[config.mk]
export PLATFORM = sky130hd
export DESIGN_NAME = bp_be_issue_queue
export DESIGN_NICKNAME = d
export VERILOG_FILES = /design/src/rtl/bp_be_issue_queue.sv
export SDC_FILE = /design/constraint.sdc
export NUM_CORES = 1
export LEC_CHECK = 0
export BUFFER_PORTS_ARGS = -buffer_cell sky130_fd_sc_hd__buf_2
export CAP_MARGIN = 20
export CORE_MARGIN = 2
export CORE_UTILIZATION = 57
export DETAILED_ROUTE_END_ITERATION = 10
export HOLD_SLACK_MARGIN = 0.06
export PLACE_DENSITY = 0.84
export SLEW_MARGIN = 20
export SYNTH_ARGS = -nofsm -noshare
export SYNTH_HDL_FRONTEND = slang
export SYNTH_SLANG_ARGS = --single-unit
export TNS_END_PERCENT = 100
[constraint.sdc]
create_clock -name clk_i -period 4.06 [get_ports clk_i]
set_clock_uncertainty 0.05 [all_clocks]
set_input_delay 0.812 -clock clk_i [delete_from_list [all_inputs] [get_ports clk_i]]
set_output_delay 0.812 -clock clk_i [all_outputs]
set_load 0.03 [all_outputs]
[src/rtl/bp_be_issue_queue.sv]
`default_nettype none
// ============================================================================
//  Module      : bp_be_issue_queue
//  Description : In-order issue FIFO between the FE instruction stream and
//                the BE checker. Each instruction is pre-decoded on enqueue;
//                the stored decode of the head entry is presented as issue
//                status (isd_*). The head pops when the checker grants
//                dispatch, and flush_i drops every entry.
//  Ports       : clk_i, reset_i (async, active high)
//                fe_v_i / fe_ready_o / fe_pc_i / fe_instr_i  - enqueue side
//                flush_i                                     - drop all
//                chk_dispatch_v_i                            - pop head
//                isd_v_o, isd_pc_o, isd_instr_o, isd_rs*_addr_o,
//                isd_{i,f}rs*_v_o, isd_{mem,fence,csr,long}_v_o - head status
//  Revision    : 1.0 - initial release
// ============================================================================
module bp_be_issue_queue #(
    parameter int vaddr_width_p = 39,
    parameter int fifo_els_p    = 4
) (
    input  logic                     clk_i,
    input  logic                     reset_i,

    input  logic                     fe_v_i,
    output logic                     fe_ready_o,
    input  logic [vaddr_width_p-1:0] fe_pc_i,
    input  logic [31:0]              fe_instr_i,

    input  logic                     flush_i,
    input  logic                     chk_dispatch_v_i,

    output logic                     isd_v_o,
    output logic [vaddr_width_p-1:0] isd_pc_o,
    output logic [31:0]              isd_instr_o,
    output logic [4:0]               isd_rs1_addr_o,
    output logic [4:0]               isd_rs2_addr_o,
    output logic [4:0]               isd_rs3_addr_o,
    output logic                     isd_irs1_v_o,
    output logic                     isd_irs2_v_o,
    output logic                     isd_frs1_v_o,
    output logic                     isd_frs2_v_o,
    output logic                     isd_frs3_v_o,
    output logic                     isd_mem_v_o,
    output logic                     isd_fence_v_o,
    output logic                     isd_csr_v_o,
    output logic                     isd_long_v_o
);

    localparam int c_ptr_w = $clog2(fifo_els_p);
    localparam int c_cnt_w = c_ptr_w + 1;

    typedef struct packed {
        logic irs1_v;
        logic irs2_v;
        logic frs1_v;
        logic frs2_v;
        logic frs3_v;
        logic mem_v;
        logic fence_v;
        logic csr_v;
        logic long_v;
    } decode_t;

    // Storage (no reset needed: contents are only observed while valid)
    logic [vaddr_width_p-1:0] r_pc_mem    [fifo_els_p];
    logic [31:0]              r_instr_mem [fifo_els_p];
    decode_t                  r_dec_mem   [fifo_els_p];

    logic [c_ptr_w-1:0] r_wptr;
    logic [c_ptr_w-1:0] r_rptr;
    logic [c_cnt_w-1:0] r_count;

    logic    w_full;
    logic    w_empty;
    logic    w_enq;
    logic    w_deq;
    decode_t w_dec;
    decode_t w_head_dec;

    logic [6:0] w_opcode;
    logic [2:0] w_funct3;
    logic [4:0] w_funct5;
    logic [6:0] w_funct7;

    assign w_opcode = fe_instr_i[6:0];
    assign w_funct3 = fe_instr_i[14:12];
    assign w_funct5 = fe_instr_i[31:27];
    assign w_funct7 = fe_instr_i[31:25];

    // Ready depends on the registered count only, so a grant in a full
    // cycle cannot open the enqueue side until the following cycle.
    assign w_full  = (r_count == c_cnt_w'(fifo_els_p));
    assign w_empty = (r_count == '0);
    assign w_enq   = fe_v_i & ~w_full & ~flush_i;
    assign w_deq   = chk_dispatch_v_i & ~w_empty & ~flush_i;

    // ------------------------------------------------------------------
    // Pre-decode of the incoming instruction
    // ------------------------------------------------------------------
    always_comb begin
        w_dec = '0;
        case (w_opcode)
            7'b0110011, 7'b0111011: begin
                w_dec.irs1_v = 1'b1;
                w_dec.irs2_v = 1'b1;
                // M-extension divide/remainder
                w_dec.long_v = (w_funct7 == 7'b0000001) & w_funct3[2];
            end
            7'b0010011, 7'b0011011, 7'b1100111: w_dec.irs1_v = 1'b1;
            7'b0000011: begin
                w_dec.irs1_v = 1'b1;
                w_dec.mem_v  = 1'b1;
            end
            7'b0100011, 7'b0101111: begin
                w_dec.irs1_v = 1'b1;
                w_dec.irs2_v = 1'b1;
                w_dec.mem_v  = 1'b1;
            end
            7'b1100011: begin
                w_dec.irs1_v = 1'b1;
                w_dec.irs2_v = 1'b1;
            end
            7'b0000111: begin
                w_dec.irs1_v = 1'b1;
                w_dec.mem_v  = 1'b1;
            end
            7'b0100111: begin
                w_dec.irs1_v = 1'b1;
                w_dec.frs2_v = 1'b1;
                w_dec.mem_v  = 1'b1;
            end
            7'b0001111: w_dec.fence_v = 1'b1;
            7'b1110011: begin
                w_dec.csr_v  = (w_funct3 != 3'd0);
                // register-source CSR forms; immediate forms read no register
                w_dec.irs1_v = (w_funct3 == 3'd1) | (w_funct3 == 3'd2)
                             | (w_funct3 == 3'd3);
            end
            7'b1000011, 7'b1000111, 7'b1001011, 7'b1001111: begin
                w_dec.frs1_v = 1'b1;
                w_dec.frs2_v = 1'b1;
                w_dec.frs3_v = 1'b1;
            end
            7'b1010011: begin
                // int->fp moves/converts read the integer file only
                if ((w_funct5 == 5'b11010) || (w_funct5 == 5'b11110)) begin
                    w_dec.irs1_v = 1'b1;
                end else begin
                    w_dec.frs1_v = 1'b1;
                    w_dec.frs2_v = (w_funct5 <= 5'b00101) | (w_funct5 == 5'b10100);
                    w_dec.long_v = (w_funct5 == 5'b00011) | (w_funct5 == 5'b01011);
                end
            end
            default: w_dec = '0;
        endcase
    end

    // ------------------------------------------------------------------
    // Entry storage
    // ------------------------------------------------------------------
    always_ff @(posedge clk_i) begin
        if (w_enq) begin
            r_pc_mem[r_wptr]    <= fe_pc_i;
            r_instr_mem[r_wptr] <= fe_instr_i;
            r_dec_mem[r_wptr]   <= w_dec;
        end
    end

    // ------------------------------------------------------------------
    // Pointers and occupancy
    // ------------------------------------------------------------------
    always_ff @(posedge clk_i or posedge reset_i) begin
        if (reset_i) begin
            r_wptr  <= '0;
            r_rptr  <= '0;
            r_count <= '0;
        end else if (flush_i) begin
            r_wptr  <= '0;
            r_rptr  <= '0;
            r_count <= '0;
        end else begin
            if (w_enq) r_wptr <= r_wptr + c_ptr_w'(1);
            if (w_deq) r_rptr <= r_rptr + c_ptr_w'(1);
            case ({w_enq, w_deq})
                2'b10:   r_count <= r_count + c_cnt_w'(1);
                2'b01:   r_count <= r_count - c_cnt_w'(1);
                default: r_count <= r_count;
            endcase
        end
    end

    // ------------------------------------------------------------------
    // Head status; class bits are qualified by head valid
    // ------------------------------------------------------------------
    assign w_head_dec     = r_dec_mem[r_rptr];
    assign fe_ready_o     = ~w_full;
    assign isd_v_o        = ~w_empty;
    assign isd_pc_o       = r_pc_mem[r_rptr];
    assign isd_instr_o    = r_instr_mem[r_rptr];
    assign isd_rs1_addr_o = isd_instr_o[19:15];
    assign isd_rs2_addr_o = isd_instr_o[24:20];
    assign isd_rs3_addr_o = isd_instr_o[31:27];
    assign isd_irs1_v_o   = ~w_empty & w_head_dec.irs1_v;
    assign isd_irs2_v_o   = ~w_empty & w_head_dec.irs2_v;
    assign isd_frs1_v_o   = ~w_empty & w_head_dec.frs1_v;
    assign isd_frs2_v_o   = ~w_empty & w_head_dec.frs2_v;
    assign isd_frs3_v_o   = ~w_empty & w_head_dec.frs3_v;
    assign isd_mem_v_o    = ~w_empty & w_head_dec.mem_v;
    assign isd_fence_v_o  = ~w_empty & w_head_dec.fence_v;
    assign isd_csr_v_o    = ~w_empty & w_head_dec.csr_v;
    assign isd_long_v_o   = ~w_empty & w_head_dec.long_v;

endmodule
`default_nettype wire

==> flow_summary.json, run 1 <==
{
  "fill_cells": 1363,
  "synth_top_area_cell": "edfxtp_1",
  "power_per_cell_area_nw_per_um2": 599,
  "status": "completed",
  "first_iter_violations": 557,
  "tritoncts": "yes",
  "finalCritPeriodShare_pct": 83.7,
  "startpoint_type": "flop",
  "period_needed_ns": 3.40,
  "wl_per_cell_um": 22.9,
  "clock-root-buffer": "clkbuf_16",
  "cts_buffers": 31,
  "setup_viol": 0,
  "design_area_um2": 14600,
  "setup_tns_ns": 0,
  "ys.flop_type": "edfxtp_1",
  "avgViaCountPerCell": 5.95,
  "critical_path_class": "reg -> out",
  "p_leak_nw": 4.86,
  "yosysUniqueCellTypes": 47,
  "fin_nets": 801,
  "start_util_pct": 57.8,
  "syn2layout_area_growth_pct": 16.3,
  "hold_buffers": 0,
  "synth_area_um2": 12500,
  "synth_edf_count": 320,
  "syn_nets": 628,
  "hold_path.class": "in -> async",
  "grt_overflow_total": 0,
  "core_um2": 21700,
  "drc": 0,
  "dpl_cell_area_um2": 13600,
  "clock-sinks": 327,
  "utilization_pct": 67.2,
  "vias": 6089,
  "cp-end-kind": "output port",
  "synth_area_per_cell_um2": 22.9,
  "maxSlewHeadroom_pct": 41.3,
  "antenna_found_initial": 1,
  "rsz0062_at_grt": "false",
  "clk_pin_slew_ns": 0.06,
  "post-cts-setup-buffers": 0,
  "async_flop_share_pct": 2.14,
  "crit_fanout": 57,
  "routed_wl_um": 23400,
  "die_x_um": 152,
  "hold_viol": 0,
  "grtUsageTotal_pct": 20.3,
  "hold_ws_ns": 0.157,
  "cp.arrival_ns": 2.53,
  "rows": 54,
  "dieArea_um2": 23200,
  "power.total_mw": 8.73,
  "cts.path.max_buffers": 3,
  "antenna_left": 0,
  "drive_above_1_share_pct": 42.2,
  "synth_top_area_share_pct": 76.7,
  "fmax_mhz": 294,
  "dp_hpwl_um": 14400,
  "clkLatencyLatePin_ns": 0.53,
  "die_y_um": 152,
  "dp_slack_ns": 1.21,
  "tightestPinTransition_ns": 0.880,
  "ys_seq_area_share_pct": 78.1,
  "grt_pass1_vias": 6429,
  "ir_drop_mv": 0.438,
  "fin_ws_ns": 0.664,
  "slew_violations": 0,
  "first_pass_iters": 5,
  "synthMostInstantiatedCell": "edfxtp_1",
  "place_congestion": 0.766,
  "synth.top_cells.by_area": "edfxtp_1 (77%), mux4_2 (14%), dfrtp_1 (1.4%), buf_4 (1.1%), and2_1 (0.70%)",
  "htreeDepth": 1,
  "ys_seq_elements": 327,
  "io_buffers": 172,
  "synthCells": 547,
  "place_inst": 967,
  "grt_pass1_wl_um": 36600,
  "grt_max_degree": 58,
  "synth-warning-count": 0,
  "cts-resized-gates": 0,
  "drv_cap": 0,
  "finalNonFillerCells": 1023,
  "ios": 173,
  "synthTopCellsByCount": "edfxtp_1 (320), mux4_2 (80), buf_4 (19)",
  "cp.required_ns": 3.20
}
worst max-delay path, stage by stage (launching register included):
cell	delay [ns]
dfrtp_4	0.99
buf_4	0.39
mux4_2	0.38
buf_2	0.20
cells by family after synthesis:
logic type | share of synthesized area, %
AOI/OAI and AO/OA | 1.42
xor gates and xnor gates | 0.210
adders and majority gates | 0.559
buffers and inverters | 2.30
DFF | 78.1
muxes | 14.6
and+or+nand+nor | 2.87
metal layers:
layer	share of wire [%]	wire length (µm)	global-route usage, %	up-vias
li1	-	-	-	2622
met1	39	9070	27.5	3140
met2	51	12000	34.8	285
met3	7.9	1850	4.10	40
met4	1.9	456	4.36	2
met5	0.055	13	0	-
path summary, 6_finish.rpt:
path / from / to / slack, ns / depth (start not counted)
setup / recovery: r_rptr[1] / isd_instr_o[19] / 0.66 / 3
hold / removal: reset_i / r_wptr[1] / 0.16 / 2
setup reg to reg: r_count[1] / r_count[1] / 1.48 / 7
hold reg to reg: r_wptr[1] / r_wptr[1] / 0.53 / 2
max in group asynchronous: reset_i / r_rptr[0] / 3.55 / 2
min in group clk_i: fe_pc_i[1] / r_pc_mem[1][1] / 0.44 / 1
placed cells by master, fill, tap and decap left out, types with 5 or more instances in the layout:
| master | n |
|---|---|
| edfxtp_1 | 320 |
| buf_2 | 172 |
| mux4_2 | 80 |
| clkbuf_16 | 31 |
| and2_1 | 10 |
| nand2_1 | 8 |
| clkbuf_1 | 8 |
| clkinv_1 | 8 |
| nor2_1 | 7 |
| a21oi_1 | 6 |
| inv_1 | 6 |
| nand3_1 | 5 |
| nand2b_1 | 5 |
| clkinv_2 | 5 |
| buf_12 | 5 |
| dfrtp_1 | 5 |
where the power goes:
group          leakage, nW  internal [mW]  switching (mW)
Sequential            2.99           3.88          0.0918
Combinational         1.40          0.756            1.29
Clock                0.466           1.58            1.13
state kept, by name (all words and copies together), names as in the netlist:
signal and count:
r_rptr 2, r_instr_mem 128, r_count 3, r_dec_mem 36, r_wptr 2, r_pc_mem 156
cell type report:
type | count | area (µm²) | area share, %
Antenna cell | 1 | 2.50 | 0.0172
Clock buffer | 39 | 806 | 5.53
Inverter | 6 | 22.5 | 0.155
Timing Repair Buffer | 180 | 983 | 6.75
Clock inverter | 16 | 145 | 0.996
Sequential cell | 327 | 9790 | 67.2
Multi-Input combinational cell | 174 | 2470 | 16.9
Tap cell | 280 | 350 | 2.40
Note: power is estimated with default switching activity, not from simulation.
==> run 2: changes to the inputs <==
--- a/config.mk
+++ b/config.mk
@@ -5,13 +5,14 @@
 export SDC_FILE = /design/constraint.sdc
 export NUM_CORES = 1
 export LEC_CHECK = 0
+export ABC_AREA = 1
 export BUFFER_PORTS_ARGS = -buffer_cell sky130_fd_sc_hd__buf_2
 export CAP_MARGIN = 20
 export CORE_MARGIN = 2
-export CORE_UTILIZATION = 57
+export CORE_UTILIZATION = 52
 export DETAILED_ROUTE_END_ITERATION = 10
 export HOLD_SLACK_MARGIN = 0.06
-export PLACE_DENSITY = 0.84
+export PLACE_DENSITY = 0.81
 export SLEW_MARGIN = 20
 export SYNTH_ARGS = -nofsm -noshare
 export SYNTH_HDL_FRONTEND = slang
==> constraint.sdc (replaced) <==
create_clock -name clk_i -period 2.9 [get_ports clk_i]
set_clock_uncertainty 0.05 [all_clocks]
set_input_delay 0.58 -clock clk_i [delete_from_list [all_inputs] [get_ports clk_i]]
set_output_delay 0.58 -clock clk_i [all_outputs]
set_load 0.03 [all_outputs]
==> run 2 against run 1 <==
Compared with the run above: sequential cell count stayed put; sequential power is 41% higher; largest cell class unchanged; power is 60% higher; register-to-register slack worse by 0.82 ns; sequential share of layout area is 2.4 points lower; utilization is 4.7 points lower; combinational power is 95% higher; critical path depth is 2 higher; synthesized area is 1.8% higher; first-iteration DRC count is 47% higher; worst setup slack worse by 0.60 ns; final cell count is 41% higher.
==> flow_summary.json, run 2 <==
{
  "syn_nets": 1013,
  "hold_path.class": "in -> reg",
  "synth-warning-count": 0,
  "drv_cap": 0,
  "pwr-share-comb_pct": 28.5,
  "ff_latch_area_um2": 9790,
  "ys_seq_elements": 327,
  "ir_drop_mv": 0.699,
  "crit_fanout": 86,
  "die_x_um": 161,
  "clock-root-buffer": "clkbuf_16",
  "grt_util_met1_pct": 28.1,
  "cp.arrival_ns": 2.21,
  "top_register": "r_pc_mem",
  "grt_use_met2_pct": 34.9,
  "top_regs": "r_pc_mem: 156 flops, r_instr_mem: 128 flops, r_dec_mem: 36 flops",
  "first_iter_violations": 820,
  "maxSlewHeadroom_pct": 63.2,
  "hold_viol": 0,
  "period_needed_ns": 2.84,
  "start_util_pct": 52.8,
  "diodes": 0,
  "grt_max_degree": 87,
  "antenna_found_initial": 2,
  "power_frac_seq_pct": 40.1,
  "p_leak_nw": 5.39,
  "vias": 8118,
  "routed_wl_um": 27600,
  "grtUsageTotal_pct": 21.0,
  "ys_seq_area_share_pct": 76.7,
  "cts.path.max_buffers": 3,
  "clkLatencyLatePin_ns": 0.50,
  "largest_reg_flops": 156,
  "utilization_pct": 62.5,
  "synth_area_per_cell_um2": 13.7,
  "synth.top_cells.by_area": "edfxtp_1 (75%), o21ai_0 (6.1%), nor2_1 (5.7%), o22ai_1 (3.5%), dfrtp_1 (1.4%)",
  "critPathMaxStageDelay_ns": 0.59,
  "status": "completed",
  "fill_cells": 1767,
  "mostFrequentLayoutCells": "edfxtp_1 (320), nor2_1 (189), buf_2 (171)",
  "clock-sinks": 327,
  "grt_pass1_vias": 7928,
  "drive_above_1_share_pct": 24.1,
  "async_flop_share_pct": 2.14,
  "slew_violations": 0,
  "die_y_um": 161,
  "setup_viol": 0,
  "power_per_cell_area_nw_per_um2": 923,
  "finalCritPeriodShare_pct": 97.9,
  "drc": 0,
  "power.internal_mw": 9.18,
  "htreeDepth": 2,
  "dpl_cell_area_um2": 13900,
  "power_frac_clock_pct": 31.4,
  "crit_path_top_delay_cell": "dfrtp_4",
  "place_congestion": 0.841,
  "p_sw_share_pct": 34.2,
  "critical_path_class": "reg -> out",
  "io_buffers": 172,
  "cp.required_ns": 2.27,
  "first_pass_iters": 6,
  "syn2layout_area_growth_pct": 18.5,
  "synth_edf_count": 320,
  "path_cells": "inv_4 -> buf_16 -> o21ai_0 -> o22ai_1 -> buf_2",
  "yosysUniqueCellTypes": 34,
  "rows": 57,
  "dieArea_um2": 25800,
  "synthCells": 932,
  "design_area_um2": 15100,
  "ios": 173,
  "final_common_cell": "edfxtp_1",
  "wl_per_cell_um": 19.2,
  "cp-end-kind": "output port",
  "ys.flop_type": "edfxtp_1",
  "startpoint_type": "flop",
  "fmax_mhz": 352,
  "rsz0062_at_grt": "true",
  "cts_buffers": 34,
  "synthMostInstantiatedCell": "edfxtp_1",
  "synth_top_area_cell": "edfxtp_1",
  "clk_pin_slew_ns": 0.06,
  "synthTopCellsByCount": "edfxtp_1 (320), nor2_1 (193), o21ai_0 (156)",
  "fin_nets": 1172,
  "busiest_layer": "met2",
  "synth_area_um2": 12800,
  "tritoncts": "yes",
  "avgViaCountPerCell": 5.64,
  "grt.met3_usage_pct": 3.67,
  "power.total_mw": 13.9,
  "grt_overflow_total": 0,
  "synth_top_area_share_pct": 75.3,
  "tightestPinTransition_ns": 0.548,
  "antenna_left": 0,
  "core_um2": 24200,
  "grt_pass1_wl_um": 42300,
  "dp_hpwl_um": 16100,
  "switchingPower_mw": 4.77,
  "multi_input_area_um2": 2540
}
run 2: path summary, 6_finish.rpt:
kind                       slack [ns]  cells past startpoint                 end           start
hold reg to reg                  0.54                      2          r_count[1]      r_count[1]
setup / recovery                 0.06                      5        isd_pc_o[16]       r_rptr[0]
hold / removal                   0.24                      1  r_instr_mem[0][19]  fe_instr_i[19]
max in group asynchronous        1.99                      3           r_rptr[1]         reset_i
setup reg to reg                 0.66                      7  r_instr_mem[3][27]      r_count[0]
min in group asynchronous        0.53                      3           r_wptr[0]         reset_i
run 2: routing by layer:
layer	wire (µm)	vias to the layer above
met4	837	2
met2	13500	365
met1	11200	3943
li1	-	3741
met3	2090	67
met5	13	-
run 2: power groups by stage:
stage,clock network [mW],logic [mW],registers [mW]
finish,4.38,3.97,5.60
detailed placement,0,3.91,5.70
floorplan,0,2.86,5.66
global placement,0,3.84,5.69
CTS,4.45,3.95,5.60
global route,4.63,4.23,5.62
run 2: area by class of cell:
class / count / share of cell area [%]
clock inverters: 22 / 1.66
repair buffers: 190 / 7.52
clock buffers: 38 / 5.87
multi-input cells: 512 / 16.8
flip-flops and latches: 327 / 64.8
well taps: 324 / 2.68
inverters: 26 / 0.662
run 2: what timing repair did:
action                     CTS  global route
setup endpoints to repair    1             4
hold buffers                 1             0
buffers inserted             1             0
resized for setup            0             6
hold endpoints to repair     7             0
run 2: stage by stage:
step | hold WS (ns) | setup TNS [ns] | instances | worst slack, ns
after global routing | 0.221 | -0.00221 | 1439 | -0.00218
after floorplan | 0.333 | -209.77 | 932 | -0.656
final | 0.241 | 0 | 1439 | 0.0620
after detailed placement | 0.512 | 0 | 1377 | 0.548
after global placement | 0.515 | 0 | 1377 | 0.546
after CTS | 0.222 | 0 | 1439 | 0.0560
run 2: logic make-up (layout without fill, tap and decap cells):
family | Yosys count | in the layout | synth area share [%]
simple gates | 251 | 251 | 8.16
xor+xnor | 1 | 1 | 0.0687
compound gates | 255 | 255 | 10.8
flops | 327 | 327 | 76.7
fa+ha+maj | 5 | 5 | 0.549
buf+inv | 93 | 276 | 3.67
run 2: critical path: cells and delay by family, from the launching register on:
family / cells / cell delay, ns
buffers and inverters: 3 / 0.65
flip-flops: 1 / 0.59
AO/OA/AOI/OAI: 2 / 0.38
==> run 3: changes to the inputs <==
--- a/config.mk
+++ b/config.mk
@@ -9,10 +9,11 @@
 export BUFFER_PORTS_ARGS = -buffer_cell sky130_fd_sc_hd__buf_2
 export CAP_MARGIN = 20
 export CORE_MARGIN = 2
-export CORE_UTILIZATION = 52
+export CORE_UTILIZATION = 54
+export CTS_BUF_LIST = sky130_fd_sc_hd__clkbuf_2
 export DETAILED_ROUTE_END_ITERATION = 10
 export HOLD_SLACK_MARGIN = 0.06
-export PLACE_DENSITY = 0.81
+export PLACE_DENSITY = 0.84
 export SLEW_MARGIN = 20
 export SYNTH_ARGS = -nofsm -noshare
 export SYNTH_HDL_FRONTEND = slang
==> run 3 against run 2 <==
Compared with the run above: worst setup slack worse by 0.17 ns; global-route usage is 6.5 points higher; the run now ends with negative setup slack left; utilization is 12 points higher; fmax is 5.6% lower; sequential share of layout area is 8.1 points lower; critical path depth is 1 higher; combinational power is 60% higher; register-to-register slack worse by 0.05 ns; die area is 3.6% lower; clock power is 31% lower; design area is 14% higher.
==> flow_summary.json, run 3 (same netlist as run 2, synthesis figures left out) <==
{
  "status": "finished, violations left",
  "violations": "negative setup slack",
  "antenna_found_initial": 1,
  "clk_pin_slew_ns": 0.10,
  "ios": 173,
  "rsz0062_at_grt": "true",
  "path_cells": "inv_12 -> buf_12 -> buf_16 -> o21ai_0 -> o22ai_2 -> buf_4",
  "cts.path.max_buffers": 3,
  "final_common_cell": "edfxtp_1",
  "critical_path_class": "reg -> out",
  "rows": 56,
  "hold_ws_ns": 0.211,
  "io_buffers": 172,
  "wl_per_cell_um": 23.7,
  "fin_nets": 1332,
  "crit_buf_inv": 4,
  "grt_overflow_total": 0,
  "drive_above_1_share_pct": 37.8,
  "clock-sinks": 327,
  "p_leak_nw": 6.42,
  "setup_tns_ns": -2.57,
  "dp_slack_ns": 0.581,
  "syn2layout_area_growth_pct": 35.5,
  "grt_pass1_vias": 9545,
  "drv_cap": 0,
  "top_register": "r_pc_mem",
  "cts_buffers": 81,
  "r2r.worst_path.cells": 7,
  "largest_reg_flops": 156,
  "top_regs": "r_pc_mem: 156 flops, r_instr_mem: 128 flops, r_dec_mem: 36 flops",
  "hold_viol": 0,
  "dieArea_um2": 24900,
  "htreeDepth": 3,
  "fill_cells": 1313,
  "cp-end-kind": "output port",
  "ir_drop_mv": 0.593,
  "period_needed_ns": 3.01,
  "r2r-start": "r_count[0]",
  "first_iter_violations": 1015,
  "r2r_end": "r_instr_mem[0][0]",
  "fmax_mhz": 333,
  "grt_max_degree": 49,
  "grtUsageTotal_pct": 27.6,
  "drc": 0,
  "crit_family": "flip-flops",
  "power.total_mw": 15.0,
  "core_um2": 23300,
  "mostFrequentLayoutCells": "edfxtp_1 (320), nor2_1 (145), clkbuf_2 (118)",
  "clock-root-buffer": "clkbuf_2",
  "vias": 9626,
  "place_congestion": 0.824,
  "critPathMaxStageDelay_ns": 0.59,
  "die_y_um": 158,
  "power_per_cell_area_nw_per_um2": 869,
  "slew_violations": 0,
  "hold_path.class": "in -> async",
  "routed_wl_um": 38800,
  "startpoint_type": "flop",
  "finalCritPeriodShare_pct": 104,
  "tritoncts": "yes",
  "r2r_setup_slack_ns": 0.61,
  "clkLatencyLatePin_ns": 0.81,
  "ff_latch_area_um2": 9790,
  "cp.required_ns": 2.27,
  "cp.arrival_ns": 2.38,
  "start_util_pct": 54.7,
  "antenna_left": 0,
  "crit_path_top_delay_cell": "dfrtp_4",
  "die_x_um": 158,
  "maxSlewHeadroom_pct": 58.2,
  "multi_input_area_um2": 3060,
  "avgViaCountPerCell": 5.89,
  "grt_pass1_wl_um": 51100,
  "fin_ws_ns": -0.106,
  "setup_viol": 65,
  "crit_fanout": 7,
  "dp_hpwl_um": 15900,
  "first_pass_iters": 5,
  "tightestPinTransition_ns": 0.622
}
run 3: cell types whose count changed in the layout (fill, tap and decap cells not counted), moves of 26 or more:
cell           before  now
buf_2             171   77
buf_4               8   58
buf_6               0   49
clkbuf_2            0  118
dlygate4sd3_1       1   75
nor2_1            189  145
nor2_2              0   35
o21ai_0           156   72
o21ai_1             9   67
o21ai_2             1   27
o22ai_1            69   32
o22ai_2             2   38
run 3: stage by stage:
stage	utilization, %	instances	area, µm²
finish	74.1	1634	17300
global route	74.1	1634	17300
CTS	70.0	1615	16300
detailed placement	59.6	1372	13900
global placement	59.6	1372	13900
floorplan	-	932	12800
run 3: area by class of cell:
class                   count  area share [%]
clock buffers             118            3.42
clock inverters            28           0.797
inverters                  26           0.673
repair inverters            1          0.0507
well taps                 319            2.31
repair buffers            302            18.4
multi-input cells         512            17.7
flip-flops and latches    327            56.7
diodes                      1          0.0145
run 3: worst reg2reg max path, cell delays in order, from the launching register on:
cell	delay [ns]
dfrtp_1	0.49
nor2_4	0.10
nand2_4	0.08
nand2_4	0.07
nor2_1	0.21
inv_1	0.23
nor2_4	0.17
buf_4	0.49
run 3: repair_timing:
action | 4_1_cts | 5_1_grt
endpoints found under the setup margin | 94 | 95
hold buffers | 75 | 0
resized for setup | 191 | 207
buffers inserted | 9 | 5
endpoints found under the hold margin | 297 | 0
gates cloned | 13 | 15
pin swaps | 18 | 45
run 3: where the power goes:
group	internal [mW]	total [mW]	switching [mW]	leakage, nW
clock	1.18	3.04	1.86	0.561
combinational	2.50	6.35	3.85	2.86
sequential	5.47	5.61	0.141	3.00
total	9.16	15.0	5.85	6.42
run 3: worst max path at each step:
stage / endpoint / depth (start not counted) / from / slack (ns)
2_1_floorplan: r_dec_mem[0][0] / 6 / r_count[0] / -0.66
3_3_place_gp: isd_frs3_v_o / 6 / r_rptr[0] / 0.58
3_5_place_dp: isd_long_v_o / 6 / r_rptr[0] / 0.58
4_1_cts: isd_pc_o[11] / 6 / r_rptr[0] / -0.12
5_1_grt: isd_pc_o[19] / 6 / r_rptr[0] / -0.19
6_report: isd_instr_o[2] / 6 / r_rptr[0] / -0.11
run 3: layer usage:
layer | vias to the layer above | global-route usage, % | wire (µm)
li1 | 4131 | - | -
met1 | 4670 | 32.3 | 13300
met2 | 679 | 47.8 | 19800
met3 | 146 | 6.73 | 3760
met4 | 0 | 13.3 | 1850
met5 | - | 0 | 0
